===== src/rtl/timer_pkg.sv =====
// Shared definitions for the APB timer control block: TCR/TSR field positions,
// FSM state encodings and clock-select encodings.
package timer_pkg;

    localparam int TCR_LOAD   = 7;
    localparam int TCR_RSVD   = 6;
    localparam int TCR_DIR    = 5;
    localparam int TCR_EN     = 4;
    localparam int TCR_OVF_IE = 3;
    localparam int TCR_UDF_IE = 2;
    localparam int TCR_CKS_HI = 1;
    localparam int TCR_CKS_LO = 0;

    localparam int TSR_OVF = 0;
    localparam int TSR_UDF = 1;

    typedef enum logic [1:0] {
        ST_IDLE = 2'd0,
        ST_LOAD = 2'd1,
        ST_RUN  = 2'd2
    } state_e;

    typedef enum logic [1:0] {
        CKS_DIV2  = 2'b00,
        CKS_DIV4  = 2'b01,
        CKS_DIV8  = 2'b10,
        CKS_DIV16 = 2'b11
    } cks_e;

    // Terminal prescaler value (divide - 1) for a given clock select.
    function automatic logic [3:0] psc_terminal(input logic [1:0] cks);
        logic [3:0] term;
        term = 4'd15;
        case (cks_e'(cks))
            CKS_DIV2:  term = 4'd1;
            CKS_DIV4:  term = 4'd3;
            CKS_DIV8:  term = 4'd7;
            CKS_DIV16: term = 4'd15;
            default:   term = 4'd15;
        endcase
        return term;
    endfunction

endpackage


===== src/rtl/timer_prescaler.sv =====
// Clock prescaler for the timer counter: divides the system clock by 2/4/8/16
// and emits a one-cycle tick at the terminal value while enabled.
module timer_prescaler
    import timer_pkg::*;
#(
    parameter int PSC_W = 4
) (
    input  logic       PCLK,
    input  logic       PRESET,
    input  logic       clr,
    input  logic       en,
    input  logic [1:0] cks,
    output logic       tick
);

    logic [PSC_W-1:0] psc_q;
    logic [PSC_W-1:0] psc_d;
    logic [PSC_W-1:0] term;

    assign term = PSC_W'(psc_terminal(cks));

    // Held at zero whenever disabled so every entry to counting starts a full period.
    always_comb begin
        psc_d = psc_q;
        if (clr || !en) begin
            psc_d = '0;
        end else if (psc_q == term) begin
            psc_d = '0;
        end else begin
            psc_d = psc_q + 1'b1;
        end
    end

    always_ff @(posedge PCLK or posedge PRESET) begin
        if (PRESET) begin
            psc_q <= '0;
        end else begin
            psc_q <= psc_d;
        end
    end

    assign tick = en && (psc_q == term);

endmodule


===== src/rtl/timer_ctrl_fsm.sv =====
// Timer sequencing controller: turns TCR writes into counter load/tick/direction
// control, keeps sticky OVF/UDF status and drives the registered timer interrupt.
module timer_ctrl_fsm
    import timer_pkg::*;
#(
    parameter int CNT_W = 8,
    parameter int PSC_W = 4
) (
    input  logic             PCLK,
    input  logic             PRESET,
    input  logic             tcr_wr,
    input  logic [7:0]       tcr_wdata,
    input  logic [CNT_W-1:0] tdr,
    input  logic [1:0]       tsr_clr,
    input  logic             ovf_in,
    input  logic             udf_in,
    output logic             cnt_load,
    output logic [CNT_W-1:0] cnt_load_val,
    output logic             cnt_tick,
    output logic             cnt_dir,
    output logic [7:0]       tcr_q,
    output logic [1:0]       tsr,
    output logic             irq,
    output logic [1:0]       state
);

    state_e     state_q;
    logic       load_q;
    logic [5:0] ctrl_q;
    logic [5:0] ctrl_d;
    logic [1:0] tsr_q;
    logic [1:0] tsr_d;
    logic       irq_q;
    logic       irq_d;

    logic       load_pend;
    logic       en_next;
    logic       cks_chg;
    logic       run_en;
    logic       psc_tick;
    logic       unused_rsvd;

    assign unused_rsvd = tcr_wdata[TCR_RSVD];

    assign load_pend = tcr_wr && tcr_wdata[TCR_LOAD];
    assign en_next   = tcr_wr ? tcr_wdata[TCR_EN] : ctrl_q[TCR_EN];
    assign cks_chg   = tcr_wr &&
                       (tcr_wdata[TCR_CKS_HI:TCR_CKS_LO] != ctrl_q[TCR_CKS_HI:TCR_CKS_LO]);
    assign run_en    = (state_q == ST_RUN);

    always_comb begin
        ctrl_d = ctrl_q;
        if (tcr_wr) begin
            ctrl_d = tcr_wdata[5:0];
        end
    end

    // Status set wins over a same-cycle write-1-to-clear.
    always_comb begin
        tsr_d = tsr_q;
        tsr_d[TSR_OVF] = ovf_in | (tsr_q[TSR_OVF] & ~tsr_clr[TSR_OVF]);
        tsr_d[TSR_UDF] = udf_in | (tsr_q[TSR_UDF] & ~tsr_clr[TSR_UDF]);
    end

    always_comb begin
        irq_d = (tsr_q[TSR_OVF] & ctrl_q[TCR_OVF_IE]) |
                (tsr_q[TSR_UDF] & ctrl_q[TCR_UDF_IE]);
    end

    always_ff @(posedge PCLK or posedge PRESET) begin
        if (PRESET) begin
            ctrl_q <= '0;
            tsr_q  <= '0;
            irq_q  <= 1'b0;
        end else begin
            ctrl_q <= ctrl_d;
            tsr_q  <= tsr_d;
            irq_q  <= irq_d;
        end
    end

    // A LOAD request always wins over an EN=0 in the same write.
    always_ff @(posedge PCLK or posedge PRESET) begin
        if (PRESET) begin
            state_q <= ST_IDLE;
            load_q  <= 1'b0;
        end else begin
            load_q <= 1'b0;
            case (state_q)
                ST_IDLE: begin
                    if (load_pend) begin
                        state_q <= ST_LOAD;
                        load_q  <= 1'b1;
                    end else if (tcr_wr && tcr_wdata[TCR_EN]) begin
                        state_q <= ST_RUN;
                    end
                end
                ST_LOAD: begin
                    if (load_pend) begin
                        state_q <= ST_LOAD;
                        load_q  <= 1'b1;
                    end else if (en_next) begin
                        state_q <= ST_RUN;
                    end else begin
                        state_q <= ST_IDLE;
                    end
                end
                ST_RUN: begin
                    if (load_pend) begin
                        state_q <= ST_LOAD;
                        load_q  <= 1'b1;
                    end else if (tcr_wr && !tcr_wdata[TCR_EN]) begin
                        state_q <= ST_IDLE;
                    end
                end
                default: begin
                    state_q <= ST_IDLE;
                end
            endcase
        end
    end

    timer_prescaler #(
        .PSC_W(PSC_W)
    ) u_prescaler (
        .PCLK  (PCLK),
        .PRESET(PRESET),
        .clr   (cks_chg),
        .en    (run_en),
        .cks   (ctrl_q[TCR_CKS_HI:TCR_CKS_LO]),
        .tick  (psc_tick)
    );

    assign cnt_load     = load_q;
    assign cnt_load_val = load_q ? tdr : '0;
    assign cnt_tick     = psc_tick;
    assign cnt_dir      = ctrl_q[TCR_DIR];
    assign tcr_q        = {2'b00, ctrl_q};
    assign tsr          = tsr_q;
    assign irq          = irq_q;
    assign state        = state_q;

endmodule


===== config.mk =====
export PLATFORM = sky130hd
export DESIGN_NAME = timer_ctrl_fsm
export DESIGN_NICKNAME = d
export VERILOG_FILES = /design/src/rtl/timer_pkg.sv /design/src/rtl/timer_prescaler.sv /design/src/rtl/timer_ctrl_fsm.sv
export SDC_FILE = /design/constraint.sdc
export NUM_CORES = 1
export LEC_CHECK = 0
export CORE_MARGIN = 5
export CORE_UTILIZATION = 39
export DETAILED_ROUTE_END_ITERATION = 10
export HOLD_SLACK_MARGIN = 0.02
export PLACE_DENSITY_LB_ADDON = 0.2
export RECOVER_POWER = 100
export SLEW_MARGIN = 10
export SYNTH_ARGS = -nofsm -noshare
export SYNTH_HDL_FRONTEND = slang
export SYNTH_SLANG_ARGS = --single-unit

===== constraint.sdc =====
create_clock -name PCLK -period 3.3 [get_ports PCLK]
set_input_delay 0.66 -clock PCLK [delete_from_list [all_inputs] [get_ports PCLK]]
set_output_delay 0.66 -clock PCLK [all_outputs]
set_load 0.1 [all_outputs]

# Yosys cells after proc, flatten, opt, wreduce, memory -nomap -nowiden
# Cells that the tools add are included.
# W data, S select, Z words.
# totals
in_bits,23
latch_bits,0
ram_bits,0
romBits,0
memories,0
ff_bits,16
output_inout_bits,24
# op_classes
div_mod_pow,0
order_cmp,0
n_eq_ne,9
muxes,14
add_sub_neg,1
mul,0
shift,0
reduce_logical,12
bitwise,9
# op_table
op,n
$pmux W4 S4,1
$mux W2,6
$mux W4,2
$mux W8,1
$eq A2 B2 Y1 const B,3
$ne A3 B3 Y1 const B,2
$pmux W2 S3,1
$logic_and A1 B1 Y1,5
$add A4 B1 Y4 const B,1
$and A1 B1 Y1,4
$eq A2 B1 Y1 const B,2
$eq A4 B4 Y1,1
$logic_not A2 Y1,2
$mux W1,3
$or A1 B1 Y1,3
$reduce_or A3 Y1,1
$logic_not A1 Y1,2
$ne A2 B2 Y1,1
$not A1 Y1,2
$reduce_and A2 Y1,1
$logic_or A1 B1 Y1,1

# Longest topological paths before layout
# Gate-level depths: netlist of the first run.
# logic_depth
ltp_word,5
ltp_mapped,4

# Hierarchy
# A second synthesis of the first run with hierarchy kept.
# unflattened
hier_cells,70
area_unflattened_um2,839.6
# by_module_without_submodules
module,cells_each,instances,area_per_inst_um2,seq_area_each_um2
timer_ctrl_fsm,47,1,595.6,300.3
timer_prescaler,23,1,244.0,100.1

# Worst setup path after synthesis of the first run
# Ideal clock, no wire load.
# synth_path
path_kind,register -> output
start,register ctrl_q[0]
end,output port cnt_tick
slack_ns,-0.292
t_arrival_ns,2.932
path_stages_with_launch,5
cell_sequence,dfrtp_1 -> nand2_1 -> a2111oi_4 -> o21ai_2 -> nor3b_2
# synth_between
elab_chain_cells,4
# synth_lines
item,line_no,source
from (decl),timer_ctrl_fsm.sv:29,logic [5:0] ctrl_q;
from (signal assigned),timer_ctrl_fsm.sv:76,ctrl_q <= ctrl_d;
$eq A2 B2 Y1 (tied with other cells),timer_pkg.sv:34,case (cks_e'(cks))
$pmux W4 S4 (*),timer_pkg.sv:34,
$eq A4 B4 Y1 (*),timer_prescaler.sv:42,assign tick = en && (psc_q == term);
$logic_and A1 B1 Y1 (*),timer_prescaler.sv:42,
to (decl),timer_ctrl_fsm.sv:19,"output logic cnt_tick,"
# Mark *: on every way between the ends. The rest lies on a longest branch, timed or not. The select of a mux whose other input is x is not followed.

# Worst setup path after layout of the first run
# Ends and elaborated chain as after synthesis.

==> results.ini, run 1 <==
[outcome]
outcome=completed

[clocking]
clock_path_buffers=2
numCtsBuffers=3
cts_sinks=16
clkLatencyLatePin_ns=0.28
clk_pin_slew_ns=0.09
cts.repair.resized=0
clockRootBuffer=clkbuf_4
cts_tree=built
htreeDepth=1
post-cts-setup-buffer-count=0
cts_hold_buf=0

[layout]
nets=136
area_growth_pct=42.0
final_util_pct=57.6
drive_gt1_share_pct=10.9
postLayoutCellArea_sq_um=1130
diodes=0

[global_routing]
track_usage_pct=12.9
antenna_found_initial=0
grt_pass1_wl_mm=2.75
grt-ovfl-total=0
grt_start_max_net_pins=17
grt_pass1_vias=630

[worst_setup_path]
cp.arrival_ns=2.12
path_max_fanout=6
end_kind=primary output
start_kind=flop
required_ns=2.64
worst-setup-path-type=reg2out

[sta]
drv_slew=0
period_minus_slack_ns=2.78
finalCritPeriodShare_pct=84.2
setup-tns-final_ns=0
tightest_slew_ns=1.18
rsz0062_at_grt=false
setup_violations=0
hold_viol=0
fmax_mhz=360
hold_ws_ns=0.509
maxSlewHeadroom_pct=21.5
skew_ns=0.00550

[drt]
firstDrtPassIters=2
vias=630
drtIter0Drc=1
wire_per_inst_um=13.1
drc=0
ant_nets=0
drt_wl_total_mm=1.79
vias_per_cell=4.60

[yosys]
synth_top_area_share_pct=50.3
synthSimpleGateAreaFrac_pct=17.0
yosys-top-cells-area=dfrtp_1, and2_1, mux2_1
yosysWarnings=0
ys_types=28
synth-seq-area-share_pct=50.3
synthMuxAreaShare_pct=8.49
synth-seq-cells=16
postSynthCellCount=67
yosysTopAreaCell=dfrtp_1
synth_top_family_by_area=simple AND/OR/NAND/NOR gates
synth_ff_type=dfrtp_1
syn_avg_cell_area_sq_um=11.9
synth_compound_area_share_pct=11.5
synth_xor_area_share_pct=5.50
synth_most_common_cell=dfrtp_1
yosys.area_share.adder_pct=1.57
syn_area_sq_um=796
async_reset_ff_share_pct=100
yosys-top-cells-count=dfrtp_1, and2_1, inv_1
synth_edf_count=0

[placed_design]
place.gp.congestion=0.683
dpl_cell_area_sq_um=1190
dp_hpwl_mm=1.45
port_buffers=43

[floorplan]
die_x_um=55.2
die_h_um=55.2
io_pins=47
core-area_sq_um=1960
row_count=16
dieArea_sq_um=3040
initial_core_util_pct=40.6

[pwr]
powerDensity_nw_per_um2=499
ir_drop_mv=0.363
leakagePower_uw=0.000471

[hold_path]
hold_path_class=reg2reg

[flow_run]
cap_violations=0

[cells by family after synthesis]
group | count (synthesis)
multiplexers | 6
XOR/XNOR | 5
other | 1
AO/OA/AOI/OAI | 10
AND/OR/NAND/NOR | 20
buffers and inverters | 8
adder cells (fa/ha/maj) | 1
flip-flops | 16
[metal layers]
metal  global-route usage (%)  vias up  share of wire, %
met3                     4.56        2                17
met4                     7.29        0              0.45
li1                         -      313                 -
met2                     21.5       42                42
met5                        0        -                 0
met1                     14.2      273                41
[flip-flops by register name, summed over array words and instances (netlist names)]
signal / count
ctrl_q: 6
u_prescaler.psc_q: 4
state: 2
tsr: 2
cnt_load: 1
irq: 1
[worst max-delay path, stage by stage (launching register included)]
cell	delay (ns)
dfrtp_1	0.45
or2_4	0.28
a2111oi_4	0.29
o21ai_2	0.14
nor3b_4	0.18
clkbuf_2	0.48
[layout by cell type, fill, tap and decap left out, types with 2 or more instances in the layout]
master,instances
a21o_1,2
a21oi_1,2
and2_1,8
clkbuf_1,21
clkbuf_4,3
clkdlybuf4s50_1,17
conb_1,2
dfrtp_1,16
dlygate4sd3_1,4
inv_1,4
mux2_1,3
mux2_2,3
nand2_1,2
nor3b_1,3
xnor2_1,2
xor2_1,3
[final timing paths]
| check | startpoint | end | slack, ns | cells after the start |
|---|---|---|---|---|
| hold reg to reg | u_prescaler.psc_q[0] | u_prescaler.psc_q[0] | 0.51 | 1 |
| setup reg to reg | ctrl_q[0] | u_prescaler.psc_q[2] | 1.85 | 4 |
| max in group asynchronous | PRESET | tsr[1] | 2.03 | 2 |
| min in group asynchronous | PRESET | ctrl_q[3] | 0.88 | 2 |
| hold / removal | u_prescaler.psc_q[0] | u_prescaler.psc_q[0] | 0.51 | 1 |
| setup / recovery | ctrl_q[0] | cnt_tick | 0.52 | 5 |
[power breakdown]
part,internal (uW),switching [uW]
Combinational,51.6,183
Clock,42.3,56.7
Sequential,212,18.1
Total,305,258
[area by class of cell]
type | instances | area [sq um]
sequential | 16 | 400
inverter | 4 | 15.0
timing repair buffer | 43 | 294
fill | 213 | 832
multi-input combinational | 44 | 364
clock buffer | 3 | 22.5
tap | 27 | 33.8
[per-stage QoR]
stage | worst slack (ns) | std cells | total power, uW
6_report | 0.522 | 137 | 564
5_1_grt | 0.412 | 137 | 589
4_1_cts | 0.665 | 137 | 588
3_5_place_dp | 0.987 | 134 | 490
3_3_place_gp | 1.01 | 134 | 487
2_1_floorplan | 0.0715 | 68 | 425
No activity file was read; power rests on OpenSTA's default activity.
==> inputs of run 2 (changes only) <==
Settings changed: CORE_UTILIZATION 39 to 33.
Clock period 3.3 ns to 2.4 ns, I/O delays scaled along.
==> run 2 against run 1 <==
Largest cell class unchanged. Via count up 2.9%. Clock skew down 0.0011 ns. Cell area up 6.8%. Utilization down 4.1 points. Die area up 15%. Clock power up 73%. First-iteration DRC count up 100%. Non-clock buffer count up 3. Sequential cell count unchanged. Routed wire length up 2.4%. Largest power group unchanged. Cell count up 3.6%.
==> results.ini, run 2 (synthesis results as in run 1) <==
[outcome]
outcome=completed

[clocking]
cts_tree=built
numCtsBuffers=3
cts_sinks=16
clock_path_buffers=2
clockRootBuffer=clkbuf_4
htreeDepth=1
cts_hold_buf=0
clk_pin_slew_ns=0.09
clkLatencyLatePin_ns=0.27

[layout]
fill_cells=220
multiInputGateArea_sq_um=364
drive_gt1_share_pct=27.2
final_util_pct=53.5
largest_reg_flops=6
postLayoutCellArea_sq_um=1210
largestRegisters=ctrl_q (6), u_prescaler.psc_q (4)
ff_latch_area_sq_um=405
area_growth_pct=51.6
diodes=0
layout.cells.non_filler=142
final_cell_mix=clkdlybuf4s50_1, dfrtp_1, clkbuf_2, and2_1, clkbuf_1
layout_commonest_cell=clkdlybuf4s50_1
regMostFlops=ctrl_q
nets=139

[sta]
rsz0062_at_grt=true
hold_viol=0
period_minus_slack_ns=2.34
tightest_slew_ns=1.18
skew_ns=0.00439
worst_slack_ns=0.0570
maxSlewHeadroom_pct=21.9
fmax_mhz=427
drv_slew=0
setup_violations=0
finalCritPeriodShare_pct=97.6

[global_routing]
antenna_found_initial=0
grt-ovfl-total=0
track_usage_pct=11.2
grt_start_max_net_pins=17
grt_pass1_vias=660
grt_pass1_wl_mm=3.02

[pwr]
internal_power_uw=465
clockPowerShare_pct=20.8
ir_drop_mv=0.408
combPwrFrac_pct=40.8
leakagePower_uw=0.000538
p_sw_share_pct=43.5
powerDensity_nw_per_um2=683
pwr-share-seq_pct=38.4
p_total_uw=824
power_switching_uw=359

[worst_setup_path]
start_kind=flop
end_kind=primary output
required_ns=1.92
worst-setup-path-type=reg2out
cp.arrival_ns=1.86
path_max_fanout=3

[floorplan]
die_x_um=59.1
io_pins=47
die_h_um=59.1
row_count=17
core-area_sq_um=2250
dieArea_sq_um=3490
initial_core_util_pct=35.3

[flow_run]
cap_violations=0

[drt]
wire_per_inst_um=12.9
drtIter0Drc=2
vias_per_cell=4.56
drc=0
firstDrtPassIters=4
vias=648
drt_wl_total_mm=1.83
ant_nets=0

[placed_design]
port_buffers=43
dp.cells=135
place.gp.congestion=0.727
pre_cts_ws_ns=0.293
dp_hpwl_mm=1.54
dpl_cell_area_sq_um=1310

[hold_path]
hold_path_class=reg2reg

==> run 2: changes by cell type in the layout (fill, tap and decap cells not counted) <==
cell / before / now
buf_12: 0 / 1
buf_4: 0 / 4
dfrtp_4: 0 / 1
dfrtp_1: 16 / 14
clkbuf_8: 0 / 1
dfrtp_2: 0 / 1
clkbuf_2: 1 / 12
clkbuf_1: 21 / 8
==> run 2: cell type report <==
| type | instances | area share, % |
|---|---|---|
| Timing Repair Buffer | 46 | 29.0 |
| Clock buffer | 4 | 3.01 |
| Multi-Input combinational cell | 44 | 30.2 |
| Sequential cell | 16 | 33.6 |
| Inverter | 4 | 1.24 |
| Tap cell | 28 | 2.90 |
==> run 2: layer usage <==
layer / vias to the layer above / global-route usage [%] / part of all wire (%)
met2: 22 / 20.7 / 52
li1: 318 / - / -
met3: 0 / 2.83 / 7.2
met1: 308 / 13.1 / 41
met4: 0 / 1.94 / 0
met5: - / 0 / 0
==> run 2: final timing paths <==
check                                startpoint                   end  slack [ns]  depth (start not counted)
max                                   ctrl_q[0]              cnt_tick        0.06                          5
min reg2reg                u_prescaler.psc_q[0]  u_prescaler.psc_q[0]        0.51                          1
max reg2reg                           ctrl_q[0]  u_prescaler.psc_q[2]        0.85                          5
max in group asynchronous                PRESET             ctrl_q[0]        1.28                          2
min in group asynchronous                PRESET                tsr[0]        0.69                          2
min                        u_prescaler.psc_q[0]  u_prescaler.psc_q[0]        0.51                          1
==> run 2: worst max-delay path: stages, from the launching register on <==
cell	delay, ns
dfrtp_4	0.49
or2_4	0.24
a2111oi_4	0.29
o21ai_2	0.13
nor3b_4	0.22
buf_12	0.20
==> run 2: per-stage QoR <==
stage	TNS (ns)	hold slack (ns)
2_1_floorplan	-0.249	0.394
3_3_place_gp	0	0.493
3_5_place_dp	0	0.501
4_1_cts	0	0.518
5_1_grt	-0.0250	0.534
6_report	0	0.515
==> run 2: repair_timing <==
action | 4_1_cts | 5_1_grt
endpoints found under the setup margin | 1 | 1
gates cloned | 0 | 0
buffers inserted | 3 | 0
pin swaps | 2 | 0
gates resized for setup | 0 | 0
==> run 2: power by group through the flow <==
stage	combinational (uW)	sequential, uW	clock (uW)
floorplan	129	457	0
global placement	366	324	0
global route	350	321	186
finish	336	316	171
CTS	377	317	179
detailed placement	369	325	0
